$ cat src/rtl/dec_pkg.sv
// dec_pkg: shared constants and types for the 5-to-32 register select decoder.
//   DEC_ADR_W   - register address width
//   DEC_OUT_W   - one-hot select width
//   DEC_RST_VAL - select vector value while in reset (nothing selected)
package dec_pkg;

   localparam int DEC_ADR_W = 5;
   localparam int DEC_OUT_W = 32;
   localparam logic [DEC_OUT_W-1:0] DEC_RST_VAL = 32'h0;

   typedef logic [DEC_OUT_W-1:0] dec_sel_t;

endpackage : dec_pkg

$ cat src/rtl/dec_predecode.sv
// dec_predecode: combinational N-to-2^N one-hot decoder used as one level of
// the two-level address decode.
// Ports:
//   sel_i    [N-1:0]     binary select
//   onehot_o [2**N-1:0]  onehot_o[k] = 1 iff sel_i == k
module dec_predecode #(
   parameter int N = 2
) (
   input  logic [N-1:0]    sel_i,
   output logic [2**N-1:0] onehot_o
);

   always_comb begin
      onehot_o        = '0;
      onehot_o[sel_i] = 1'b1;
   end

endmodule : dec_predecode

$ cat src/rtl/dec5_to_32.sv
// dec5_to_32: registered 5-to-32 one-hot register-file write select.
// Adr is decoded through a 2-to-4 (Adr[4:3]) and a 3-to-8 (Adr[2:0])
// predecoder, combined in an AND matrix and registered on Clk, so Out is
// valid one cycle after Adr is sampled.
// Ports:
//   Clk  system clock, rising edge
//   Rst  asynchronous active-high reset, clears Out
//   Adr  [4:0]  register address
//   Out  [31:0] registered one-hot select
// Build option:
//   DEC_ZERO_MASK_EN - when defined, Adr==0 decodes to no select so the
//                      MIPS $zero register is never written.
module dec5_to_32
   import dec_pkg::*;
#(
   parameter int ADR_W = DEC_ADR_W
) (
   input  logic                Clk,
   input  logic                Rst,
   input  logic [ADR_W-1:0]    Adr,
   output logic [2**ADR_W-1:0] Out
);

   localparam int OUT_W = 2**ADR_W;

   logic [3:0]       pre_hi;
   logic [7:0]       pre_lo;
   logic [OUT_W-1:0] dec_full;
   logic [OUT_W-1:0] out_d;
   logic [OUT_W-1:0] out_q;

   dec_predecode #(.N(2)) u_pre_hi (
      .sel_i    (Adr[ADR_W-1:3]),
      .onehot_o (pre_hi)
   );

   dec_predecode #(.N(3)) u_pre_lo (
      .sel_i    (Adr[2:0]),
      .onehot_o (pre_lo)
   );

   // Out[8*h+l] selected when high group h and low index l are both active.
   for (genvar h = 0; h < 4; h++) begin : g_hi
      for (genvar l = 0; l < 8; l++) begin : g_lo
         assign dec_full[8*h+l] = pre_hi[h] & pre_lo[l];
      end
   end

`ifdef DEC_ZERO_MASK_EN
   // Bit 0 only ever selects $zero, so dropping it masks that address alone.
   assign out_d = {dec_full[OUT_W-1:1], 1'b0};
`else
   assign out_d = dec_full;
`endif

   always_ff @(posedge Clk or posedge Rst) begin
      if (Rst) begin
         out_q <= DEC_RST_VAL;
      end else begin
         out_q <= out_d;
      end
   end

   assign Out = out_q;

endmodule : dec5_to_32

$ cat config.mk
export PLATFORM = sky130hd
export DESIGN_NAME = dec5_to_32
export DESIGN_NICKNAME = d
export VERILOG_FILES = /design/src/rtl/dec_pkg.sv /design/src/rtl/dec_predecode.sv /design/src/rtl/dec5_to_32.sv
export SDC_FILE = /design/constraint.sdc
export NUM_CORES = 1
export LEC_CHECK = 0
export ABC_AREA = 1
export CAP_MARGIN = 20
export CORE_MARGIN = 4
export CORE_UTILIZATION = 44
export CTS_CLUSTER_DIAMETER = 150
export DETAILED_ROUTE_END_ITERATION = 12
export GPL_TIMING_DRIVEN = 0
export PLACE_DENSITY_LB_ADDON = 0.2
export SLEW_MARGIN = 30
export SYNTH_ARGS = -nofsm -noshare
export SYNTH_HDL_FRONTEND = slang
export SYNTH_SLANG_ARGS = --single-unit
$ cat constraint.sdc
create_clock -name Clk -period 2.6 [get_ports Clk]
set_input_delay 0.39 -clock Clk [delete_from_list [all_inputs] [get_ports Clk]]
set_output_delay 0.39 -clock Clk [all_outputs]
set_load 0.005 [all_outputs]
Yosys cells after proc, flatten, opt, wreduce, memory -nomap -nowiden --
Cells that the tools add are included.
Storage, ports and cells: bits in registers 32, input bits 7, output and inout bits 32, logic and storage cells 43
Operators by class: order comparisons 4, multiplexer cells 4, bitwise logic cells 32, reduce and logical (&&, ||, !) cells 2
Operators with widths (count):
- $and 1x1->1 | 32
- $lt 3x4->1 const B | 1
- $demux 1 s3 | 1
- $ge 3x1->1 const B | 1
- $lt 2x3->1 const B | 1
- $demux 1 s2 | 1
- $ge 2x1->1 const B | 1
- $logic_and 1x1->1 | 2
- $mux 1 | 2

Depth between registers and ports, before layout --
Gate-level depths: netlist of run 1.
word-level depth 5, mapped depth 3, depth with buffers taken out 3

By module --
From an unflattened synthesis of run 1, not the netlist that was laid out.
Unflattened totals: cell total of the unflattened synthesis 123, area total of the unflattened synthesis 1147.4 um2
By module, submodules not included:
- dec5_to_32 | times used 1, cells each 101, area each 1064.8 um2, seq. area each 800.8 um2
- dec_predecode (u_pre_lo) | times used 1, cells each 15, area each 56.3 um2, seq. area each 0.0 um2
- dec_predecode (u_pre_hi) | times used 1, cells each 7, area each 26.3 um2, seq. area each 0.0 um2

Worst setup path before layout of run 1 --
No wires, ideal clock.
kind input to register, start point in Adr[3], end point reg out_q[0], in the netlist Out[0], setup time 0.125 ns, arrival time 0.638 ns, data required time 2.475 ns, path slack 1.837 ns, stages 3, path buffers 0, cell sequence inv_1 nand2_1 nor2_1
On the way: word-level cells in the longest chain between the ends 5
Ends and longest elaborated chain:
- start: declaration | RTL line dec5_to_32.sv:20 | input logic [ADR_W-1:0] Adr,
- $lt 2x3->1 (not written as such) / $ge 2x1->1 (equally long branches) | RTL line dec_predecode.sv:15 | onehot_o[sel_i] = 1'b1;
- $logic_and 1x1->1 (not written as such) | RTL line dec_predecode.sv:15
- $mux 1 (not written as such) | RTL line dec_predecode.sv:15
- $demux 1 s2 *
- $and 1x1->1 * | RTL line dec5_to_32.sv:45 | assign dec_full[8*h+l] = pre_hi[h] & pre_lo[l];
- named net dec_full[0] | RTL line dec5_to_32.sv:28 | logic [OUT_W-1:0] dec_full;
- end signal: assignment | RTL line dec5_to_32.sv:60 | out_q <= out_d;
- end: declaration | RTL line dec5_to_32.sv:30 | logic [OUT_W-1:0] out_q;
The timed path passes the listed nets; every way through them passes the cells marked *.

Worst setup path after layout of run 1 --
start point reg out_q[3], in the netlist Out[3], end point out Out[3]
RTL lines:
- end: declaration | RTL line dec5_to_32.sv:21 | output logic [2**ADR_W-1:0] Out
No word-level cell between the ends.

==> run metrics, run 1 <==
status complete, no violations; fraction of the yosys area taken by sequential cells between 80% and 90%; Yosys cell types 5; P&R area growth vs syn 47.3%; CTS tree yes; worst path arrival time 1160 ps; family with the most delay on the worst path buffers and inverters; highest clock rate 0.644 GHz; Nets between 100 and 150; largest cells by area after synthesis dfrtp_1 80%, nor2_1 12%, nand3_1 3.0%; DR vias about 720; minimum clock period 1550 ps; iteration count of the initial detailed-routing pass 4; critical path class reg -> out; switch share between 20% and 30%; via count of the first global-routing pass around 740; total power 849 uW; initial DRC count 20; Starting Density between 40% and 50%; Netlist Area Pre-Place between 900 and 1000 um2; Port Buffers 38; Final Max Tran Viols 0; syn_nets 90; Finished Cell Area 1470 um2; I/O pin count 39; final hold viol count 0; Post-DRT Antenna Nets 0; layout cells sized above 1 under 10%; post-CTS sizing 0; commonest cells after routing, fill and taps aside 38 x clkdlybuf4s50_1, 33 x nor2_1, 32 x dfrtp_1; first-pass GRT wire length roughly 3500 um; max-cap viol count 0; Clk pin slew, worst setup/hold paths approximately 90 ps; cell count after synthesis just over 80; unrepaired setup endpoints after global routing false; Worst Max-Slew Pin Slew 618 ps; final setup fails 0; vias per cell 4.64; mean post-synth cell area about 12 um2; Remaining DRCs 0; Worst EP required roughly 2200 ps; RePlAce Congestion 0.810; crit-path cells clkdlybuf4s50_1; Placed Area approximately 1400 um2; max FFs per register 32; Critical Path End Type output pin; CP max stage delay about 500 ps; pin count of the biggest net entering global routing 33; Clock Tree Buf Depth 2; setup tns final 0 ps; post-CTS setup buffers 0; leakage dissipation about 0.0007 uW; cell-internal power 664 uW; Worst slew margin just under 60%; standard-cell rows 16; register bit count reported by yosys 32; Die W between 50 and 60 um; initial antenna violation count 0; Final HPWL DP between 1500 and 2000 um; CTS Hold Bufs 0; wire length per cell roughly 13 um; total track usage between 10% and 20%; H-tree depth 2; most common cell after layout, fill and taps aside clkdlybuf4s50_1; Comb power frac under 10%; Chip Height around 56 um; Finished Core Util between 70% and 80%; clock power share about a third; worst-path fanout max 1; total clock sinks 32; WL final 2080 um; core footprint 2060 um2; die area roughly 3100 um2; Final period util about 60%; gr ovfl total 0; worst path bufs/invs 1; Antenna diodes 0; PD cells 577 nW/um2; switching power between 150 and 200 uW; Hold WC Path Type in -> async; Worst VDD drop 0.000444 V; CTS Root Cell clkbuf_4; area leader, netlist dfrtp_1; total CTS buffers 5; crit path max-delay cell type clkdlybuf4s50_1; Synth Warn # 0; Hold Worst Slack 468 ps; CP Launch Type flop; share of power burned in registers between 50% and 60%; top-area cell type share of the netlist area 80.1%
metrics by stage:
stage          setup slack [ps]  cells
2_1_floorplan              1520     83
3_3_place_gp                871    148
3_5_place_dp               1150    148
4_1_cts                    1020    156
5_1_grt                     968    156
6_report                   1050    156
layer usage:
layer / wire, um / share of wire [%] / track usage, %
met1: 793 / 38 / 16.3
met2: 1050 / 50 / 24.5
met4: 51 / 2.5 / 10.4
met5: 0 / 0 / 0
met3: 184 / 8.9 / 7.89
cells by family after synthesis:
family / synth area share [%]
simple gates: 17.6
flops: 80.1
buf+inv: 2.25
power groups by stage:
stage	Combinational [uW]	Clock [uW]	Sequential (uW)
after floorplan	24.2	0	518
after global placement	61.0	0	517
after detailed placement	63.0	0	517
after CTS	63.1	289	507
after global routing	69.3	318	508
final	62.0	281	507
how the worst max path moves through the flow:
stage               startpoint       to  slack, ps  cells past startpoint
floorplan                  Rst   Out[0]       1520                      1
global placement           Rst  Out[20]        870                      2
detailed placement      Adr[4]  Out[13]       1150                      4
CTS                     Out[3]   Out[3]       1020                      1
global route           Out[13]  Out[13]        970                      1
finish                  Out[3]   Out[3]       1050                      1
synthesized netlist by cell type:
master	instances
inv_1	6
nor2_1	33
nand2_1	6
dfrtp_1	32
nand3_1	6
layout make-up:
| class | count | area (um2) |
|---|---|---|
| well taps | 27 | 33.8 |
| fillers | 161 | 589 |
| flip-flops and latches | 32 | 801 |
| repair buffers | 38 | 380 |
| multi-input cells | 45 | 176 |
| inverters | 6 | 22.5 |
| clock buffers | 8 | 58.8 |
Power figures use the tool's default switching activity.
==> run 2: changes to the inputs <==
Settings changed: CORE_UTILIZATION 44 to 41.
Clock period 2.6 ns to 1.6 ns, I/O delays scaled along.
==> run metrics, run 2 (synthesis gave the netlist of run 1 again) <==
status complete, no violations; Antenna diodes 0; Clk pin slew, worst setup/hold paths approximately 90 ps; family with the most delay on the worst path buffers and inverters; switching power between 200 and 300 uW; worst path arrival time around 1200 ps; clock power share 32.9%; leakage dissipation roughly 0.0007 uW; final setup fails 0; Fill cells 189; via count of the first global-routing pass ~760; share of power burned in registers between 50% and 60%; CTS tree yes; total power around 1400 uW; Chip Height 57.4 um; I/O pin count 39; Worst Max-Slew Pin Slew between 600 and 700 ps; worst path bufs/invs 1; RePlAce Congestion 0.738; CTS Root Cell clkbuf_4; Remaining DRCs 0; highest clock rate between 0.7 and 0.8 GHz; Worst VDD drop around 0.00076 V; crit-path cells clkdlybuf4s50_1; multi-input logic area ~180 um2; critical path class reg -> out; placed cells 149; Final period util about nine tenths; worst-path fanout max 1; total clock sinks 32; dpl ws ~300 ps; setup ws final approximately 180 ps; iteration count of the initial detailed-routing pass 4; initial DRC count 17; standard-cell rows 17; setup tns final 0 ps; DR vias between 700 and 800; FF/Latch Area between 800 and 900 um2; post-CTS sizing 0; unrepaired setup endpoints after global routing false; vias per cell 4.52; most common cell after layout, fill and taps aside clkdlybuf4s50_1; post-CTS setup buffers 0; crit path max-delay cell type clkdlybuf4s50_1; final hold viol count 0; Hold WC Path Type in -> async; max-cap viol count 0; core footprint 2280 um2; CP Launch Type flop; PD cells 935 nW/um2; gr ovfl total 0; CP max stage delay 500 ps; commonest cells after routing, fill and taps aside 38 x clkdlybuf4s50_1, 33 x nor2_1, 32 x dfrtp_1; Critical Path End Type output pin; Worst EP required roughly 1400 ps; total track usage 14.7%; Post-DRT Antenna Nets 0; layout cells sized above 1 5.43%; Clock Tree Buf Depth 2; H-tree depth 2; Port Buffers 38; Final Max Tran Viols 0; minimum clock period roughly 1400 ps; P&R area growth vs syn 47.4%; Starting Density 43.9%; die area 3290 um2; Final HPWL DP ~1500 um; Worst slew margin between 50% and 60%; max FFs per register 32; first-pass GRT wire length 3500 um; Nets 135; WL final roughly 2100 um; total CTS buffers 5; switch share 21.7%; Finished Layout Cells ~160; initial antenna violation count 0; pin count of the biggest net entering global routing 33; Hold Worst Slack between 300 and 400 ps; CTS Hold Bufs 0; Die W 57.4 um; Comb power frac 7.3%; wire length per cell roughly 13 um; cell-internal power approximately 1100 uW
[run 2: power groups by stage]
stage | Clock (uW) | Combinational [uW] | Sequential, uW
after floorplan | 0 | 39.4 | 842
after global placement | 0 | 98.9 | 840
after detailed placement | 0 | 101 | 840
after CTS | 476 | 102 | 824
after global routing | 510 | 112 | 826
final | 454 | 100 | 824
[run 2: worst paths after layout]
check,slack (ps),start,cells after the start,endpoint
min in group Clk,650,Adr[0],3,Out[23]
setup / recovery,180,Out[27],1,Out[27]
max in group asynchronous,880,Rst,2,Out[1]
hold / removal,320,Rst,2,Out[3]
[run 2: final cells by class]
cell class	count	share of cell area, %
well taps	28	2.38
inverters	6	1.53
repair buffers	38	25.8
clock buffers	8	3.99
flip-flops and latches	32	54.3
multi-input cells	45	12.0
[run 2: per-layer routing]
metal	global-route usage, %	wire length, um
met2	22.9	993
met5	0	0
met3	8.60	213
met4	6.95	43
met1	16.0	843
[run 2: through the flow]
| stage | cell area, um2 | util [%] |
|---|---|---|
| 2_1_floorplan | 1000 | - |
| 3_3_place_gp | 1420 | 62.2 |
| 3_5_place_dp | 1420 | 62.2 |
| 4_1_cts | 1470 | 64.8 |
| 5_1_grt | 1470 | 64.8 |
| 6_report | 1470 | 64.8 |
